`src/rtl/jtframe_upload_pkg.sv`:
```
// Shared types and helpers for the upload reader.
//   state_t  : reader FSM states
//   TAGW     : cache tag width (byte address bits [21:2])
//   lane_sel : picks one byte out of a 32-bit little-endian SDRAM word pair
package jtframe_upload_pkg;

    typedef enum logic [1:0] {IDLE, REQ, WAIT, DRAIN} state_t;

    localparam int TAGW = 20;

    function automatic logic [7:0] lane_sel(input logic [31:0] word, input logic [1:0] lane);
        return word[8*lane +: 8];
    endfunction

endpackage

```
`src/rtl/jtframe_upload_reader.sv`:
```
// Serves HPS upload requests by reading game memory back out of SDRAM one
// byte at a time, through a one-word (32-bit) cache so that sequential
// bytes cost one SDRAM read per four bytes.
//
// Ports:
//   clk, rst                      clock, async active-high reset
//   ioctl_upload/rd/addr          hps_io upload request side
//   ioctl_din, ioctl_wait         returned byte, hold-off while fetching
//   prog_addr, prog_rd, sdram_ack SDRAM prog read request (16-bit word addr)
//   data_rdy, data_read           SDRAM read data (two 16-bit words)
//   busy                          FSM not in IDLE
//   err                           sticky: timeout or request while busy;
//                                 cleared when an upload session starts
module jtframe_upload_reader
    import jtframe_upload_pkg::*;
#(
    parameter logic [21:0] BASE    = 22'h0,
    parameter logic [21:0] SIZE    = 22'h400,
    parameter int          TIMEOUT = 255
) (
    input  logic        clk,
    input  logic        rst,
    input  logic        ioctl_upload,
    input  logic        ioctl_rd,
    input  logic [21:0] ioctl_addr,
    output logic [7:0]  ioctl_din,
    output logic        ioctl_wait,
    output logic [21:0] prog_addr,
    output logic        prog_rd,
    input  logic        sdram_ack,
    input  logic        data_rdy,
    input  logic [31:0] data_read,
    output logic        busy,
    output logic        err
);

    localparam logic [7:0] TMO = 8'(TIMEOUT);

    state_t            state_q, state_d;
    logic [7:0]        din_q, din_d;
    logic              wait_q, wait_d;
    logic [21:0]       paddr_q, paddr_d;
    logic              prd_q, prd_d;
    logic              err_q, err_d;
    logic              valid_q, valid_d;
    logic [TAGW-1:0]   tag_q, tag_d;
    logic [1:0]        lane_q, lane_d;
    logic [31:0]       cache_q, cache_d;
    logic [7:0]        timer_q, timer_d;
    logic              upload_q;

    logic [21:0]       ba;
    logic              hit, upl_rise, upl_fall, tmo_hit, abort;

    assign ba       = BASE + ioctl_addr;
    assign hit      = valid_q && (tag_q == ba[21:2]);
    assign upl_rise = ioctl_upload && !upload_q;
    assign upl_fall = !ioctl_upload && upload_q;
    assign tmo_hit  = (timer_q == TMO);

    always_comb begin
        state_d = state_q;
        din_d   = din_q;
        wait_d  = wait_q;
        paddr_d = paddr_q;
        prd_d   = prd_q;
        err_d   = err_q;
        valid_d = valid_q;
        tag_d   = tag_q;
        lane_d  = lane_q;
        cache_d = cache_q;
        timer_d = timer_q;
        abort   = 1'b0;

        if (upl_rise) err_d = 1'b0;
        // Any request outside IDLE (including the data_rdy cycle) is dropped.
        if (state_q != IDLE && ioctl_upload && ioctl_rd) err_d = 1'b1;
        if (upl_fall) valid_d = 1'b0;

        case (state_q)
            IDLE: begin
                if (ioctl_upload && ioctl_rd) begin
                    if (ioctl_addr >= SIZE) begin
                        din_d = 8'hFF;
                    end else if (hit) begin
                        din_d = lane_sel(cache_q, ba[1:0]);
                    end else begin
                        wait_d  = 1'b1;
                        prd_d   = 1'b1;
                        paddr_d = {ba[21:2], 1'b0};
                        tag_d   = ba[21:2];
                        lane_d  = ba[1:0];
                        // tag is being replaced, old data must not hit
                        valid_d = 1'b0;
                        timer_d = 8'd0;
                        state_d = REQ;
                    end
                end
            end
            REQ: begin
                if (upl_fall) begin
                    prd_d   = 1'b0;
                    wait_d  = 1'b0;
                    state_d = IDLE;
                end else if (sdram_ack) begin
                    prd_d   = 1'b0;
                    timer_d = 8'd0;
                    state_d = WAIT;
                end else if (tmo_hit) begin
                    abort = 1'b1;
                end else begin
                    timer_d = timer_q + 8'd1;
                end
            end
            WAIT: begin
                if (upl_fall) begin
                    // session ended under us: data is discarded when it shows up
                    wait_d  = 1'b0;
                    state_d = data_rdy ? IDLE : DRAIN;
                end else if (data_rdy) begin
                    cache_d = data_read;
                    valid_d = 1'b1;
                    din_d   = lane_sel(data_read, lane_q);
                    wait_d  = 1'b0;
                    state_d = IDLE;
                end else if (tmo_hit) begin
                    abort = 1'b1;
                end else begin
                    timer_d = timer_q + 8'd1;
                end
            end
            DRAIN: begin
                if (data_rdy || tmo_hit) state_d = IDLE;
                else                     timer_d = timer_q + 8'd1;
            end
            default: state_d = IDLE;
        endcase

        if (abort) begin
            din_d   = 8'hFF;
            err_d   = 1'b1;
            valid_d = 1'b0;
            wait_d  = 1'b0;
            prd_d   = 1'b0;
            state_d = IDLE;
        end
    end

    always_ff @(posedge clk or posedge rst) begin
        if (rst) begin
            state_q  <= IDLE;
            din_q    <= 8'hFF;
            wait_q   <= 1'b0;
            paddr_q  <= 22'd0;
            prd_q    <= 1'b0;
            err_q    <= 1'b0;
            valid_q  <= 1'b0;
            tag_q    <= '0;
            lane_q   <= 2'd0;
            cache_q  <= 32'd0;
            timer_q  <= 8'd0;
            upload_q <= 1'b0;
        end else begin
            state_q  <= state_d;
            din_q    <= din_d;
            wait_q   <= wait_d;
            paddr_q  <= paddr_d;
            prd_q    <= prd_d;
            err_q    <= err_d;
            valid_q  <= valid_d;
            tag_q    <= tag_d;
            lane_q   <= lane_d;
            cache_q  <= cache_d;
            timer_q  <= timer_d;
            upload_q <= ioctl_upload;
        end
    end

    assign ioctl_din  = din_q;
    assign ioctl_wait = wait_q;
    assign prog_addr  = paddr_q;
    assign prog_rd    = prd_q;
    assign busy       = (state_q != IDLE);
    assign err        = err_q;

endmodule

```
`config.mk`:
```
export PLATFORM = sky130hd
export DESIGN_NAME = jtframe_upload_reader
export DESIGN_NICKNAME = d
export VERILOG_FILES = /design/src/rtl/jtframe_upload_pkg.sv /design/src/rtl/jtframe_upload_reader.sv
export SDC_FILE = /design/constraint.sdc
export NUM_CORES = 1
export LEC_CHECK = 0
export ABC_AREA = 1
export CAP_MARGIN = 10
export CORE_AREA = 2 2 102 104
export CTS_BUF_LIST = sky130_fd_sc_hd__clkbuf_8
export CTS_CLUSTER_SIZE = 28
export DETAILED_ROUTE_END_ITERATION = 6
export DIE_AREA = 0 0 104 106
export HOLD_SLACK_MARGIN = 0.08
export PLACE_DENSITY = 0.77
export SLEW_MARGIN = 15
export SYNTH_ARGS = -nofsm -noshare
export SYNTH_HDL_FRONTEND = slang
export SYNTH_SLANG_ARGS = --single-unit
export TNS_END_PERCENT = 1
```
`constraint.sdc`:
```
create_clock -name clk -period 2.3 [get_ports clk]
set_input_delay 0.46 -clock clk [delete_from_list [all_inputs] [get_ports clk]]
set_output_delay 0.46 -clock clk [all_outputs]
set_load 0.02 [all_outputs]
```
==> flow_metrics.py <==
metrics = {
    "final_layout": {
        "syn2layout_area_growth_pct": 28.7,
        "multi_input_area_um2": 2210,
        "nNetsFinal": 833,
        "antennaDiodeCount": 0,
        "drive_gt1_frac": 0.0880,
        "nFillCells": 936,
        "seq_area_um2": 1940,
    },
    "place": {
        "gp_congestion": 0.908,
        "portBuffers": 91,
        "place_ws_ps": 14.5,
        "hpwl_mm": 9.71,
    },
    "timing": {
        "fin_skew_ps": 13.4,
        "drv_slew": 0,
        "finalHoldViolCount": 0,
        "max_freq_mhz": 481,
        "hold-worst-slack_ps": 468,
        "period_needed_ps": 2080,
        "worst_slack_ps": 223,
        "setup_tns_ps": 0,
        "rsz0062_at_grt": "false",
        "finalSetupViolCount": 0,
        "min_period_over_period": 0.903,
    },
    "clocking": {
        "root_buffer": "clkbuf_8",
        "clock_latency_ps": 360,
        "cts_buffers": 9,
        "post-cts-setup-buffers": 0,
        "path_clk_slew_ps": 90,
        "clockBufferDepth": 2,
        "cts_max_level": 3,
        "cts-resized-gates": 0,
        "cts_tree": "done",
        "cts_sinks": 77,
        "cts_hold_buf": 0,
    },
    "global_routing": {
        "antenna_found_initial": 0,
        "grt_max_degree": 55,
        "grt.total_usage": 0.245,
        "grt_pass1_vias": 4591,
        "overflow": 0,
        "grt_first_pass_wirelength_mm": 21.8,
    },
    "yosys": {
        "ys_types": 40,
        "yosysSeqAreaShare": 0.416,
        "yosysWarningCount": 0,
        "avgSynthCellArea_um2": 6.94,
        "yosysMostFrequentCell": "nand2_1",
        "syn_area_um2": 4650,
        "syn_inst": 671,
        "synth_top_area_share": 0.371,
        "async_flop_share": 1.00,
        "synthFlopType": "dfrtp_1",
        "synth_area_leaders": "dfrtp_1 (37%), nand2_1 (14%), inv_1 (8.2%)",
        "ys_seq_elements": 77,
        "synth.top_cells.by_count": "nand2_1 (175), inv_1 (102), nor2_1 (70)",
        "synth_edf_count": 0,
        "yosysTopAreaCell": "dfrtp_1",
    },
    "setup_path": {
        "crit_start": "state_q[0]",
        "crit_path_end_kind": "flop",
        "crit_end": "timer_q[5]",
        "reg2reg_from": "state_q[0]",
        "reg2reg_slack_ps": 220,
        "rr_worst_depth": 12,
        "worstSetupStartpointType": "flop",
        "required_ps": 2590,
        "path_max_fanout": 9,
        "path_class": "reg2reg",
        "worst_ep_arrival_time_ps": 2360,
        "reg2reg_to": "timer_q[5]",
    },
    "floorplan": {
        "io_pins": 94,
        "die_w_um": 104,
        "initial_core_util": 0.465,
        "coreArea_um2": 10000,
        "rows": 37,
        "die_area_um2": 11000,
        "die_y_um": 106,
    },
    "flow_run": {
        "cap_viol_max_count": 0,
    },
    "detailed_routing": {
        "ant_nets": 0,
        "vias": 4740,
        "highest_layer": "met4",
        "firstDrtPassIters": 5,
        "drt_iter0_drc": 342,
        "avgViaCountPerCell": 5.21,
        "dr_wl_met2_mm": 6.26,
        "wl_met1_mm": 5.56,
        "wl_mm": 13.1,
        "wl_met3_um": 961,
        "drt_drc_violations_left": 0,
        "routedWlPerCell_um": 14.4,
    },
    "power": {
        "seq_power_share": 0.371,
        "peakVddDrop_uv": 425,
        "pwr-share-clk": 0.203,
        "powerDensity_nw_per_um2": 836,
        "combPwrFrac": 0.426,
        "p_sw_mw": 1.98,
        "internal_power_mw": 3.03,
        "p_leak_nw": 3.00,
        "switching_share": 0.395,
    },
    "worst_hold_path": {
        "min_path_type": "in2async",
    },
    "status": {
        "run_status": "finished clean",
    },
}
==> state kept, by name, indices dropped and copies added (netlist names), 2 cells and up <==
signal,flops
lane_q,2
cache_q,32
ioctl_din,8
state_q,2
prog_addr,20
timer_q,8
==> power groups by stage <==
stage | Combinational (mW) | Clock (mW) | Sequential [mW]
finish | 2.14 | 1.02 | 1.86
global route | 2.37 | 1.09 | 1.89
CTS | 2.12 | 1.02 | 1.86
detailed placement | 2.10 | 0 | 1.88
global placement | 2.02 | 0 | 1.87
floorplan | 1.27 | 0 | 1.96
==> critical path: stages, from the launching register on <==
cell and delay (ps):
dfrtp_1 420, inv_1 90, ha_1 280, buf_4 200
nor2_1 100, nor2_1 50, nor3_1 230, nand3_2 140
inv_2 70, nand2_2 90, inv_2 150, nand3_1 100
o21ai_1 90
==> kinds of logic (layout without fill, tap and decap cells) <==
kind of cell    after synthesis  after routing  share of synthesized area
simple gates                320            320                      0.296
buf+inv                     131            232                      0.110
flops                        77             77                      0.416
other cells                   1              2                   0.000806
mux                           3              3                    0.00726
compound gates              130            130                      0.148
xor+xnor                      4              4                    0.00753
fa+ha+maj                     5              5                     0.0134
==> layout by cell type (no fill, tap or decap), types with 2 or more instances in the layout <==
| cell | count |
|---|---|
| nand2_1 | 175 |
| inv_1 | 102 |
| clkdlybuf4s50_1 | 90 |
| nor2_1 | 69 |
| dfrtp_1 | 69 |
| o21ai_0 | 68 |
| nand3_1 | 48 |
| a21oi_1 | 36 |
| buf_4 | 13 |
| clkbuf_8 | 9 |
| o21ai_1 | 8 |
| a31oi_1 | 8 |
| dfstp_2 | 8 |
| nand4_1 | 7 |
| inv_2 | 6 |
| nand2_2 | 5 |
| ha_1 | 5 |
| xnor2_1 | 3 |
| nor2_2 | 3 |
| nor3_1 | 3 |
| nand2_4 | 3 |
| mux2_2 | 3 |
| clkinvlp_4 | 3 |
| buf_12 | 3 |
| nand3_2 | 2 |
| o211ai_1 | 2 |
| conb_1 | 2 |
| clkinv_2 | 2 |
==> routing by layer <==
| metal | up-vias | global-route usage |
|---|---|---|
| li1 | 2319 | - |
| met1 | 2178 | 0.316 |
| met2 | 216 | 0.409 |
| met3 | 27 | 0.0521 |
| met4 | 0 | 0.0859 |
| met5 | - | 0 |
==> layout make-up <==
class                   count  share of cell area
well taps                 136              0.0284
flip-flops and latches     77               0.323
multi-input cells         464               0.369
clock inverters             7              0.0113
repair buffers            107               0.179
clock buffers               9              0.0207
inverters                 109              0.0689
==> per-stage QoR <==
step | cells | power, mW | utilization | cell area (µm²)
detailed placement | 893 | 3.98 | 0.580 | 5800
finish | 909 | 5.01 | 0.599 | 5990
floorplan | 672 | 3.23 | - | 4660
global placement | 893 | 3.89 | 0.580 | 5800
global route | 909 | 5.36 | 0.599 | 5990
CTS | 909 | 5.01 | 0.599 | 5990
==> worst min path at each step <==
stage / start / to / slack, ps / cells past startpoint
global placement: cache_q[0] / cache_q[0] / 460 / 2
floorplan: cache_q[0] / cache_q[0] / 440 / 2
global route: rst / prog_addr[9] / 500 / 2
detailed placement: cache_q[3] / cache_q[3] / 470 / 2
CTS: rst / prog_addr[2] / 480 / 2
finish: rst / prog_addr[9] / 470 / 2
Power figures use the tool's default switching activity.
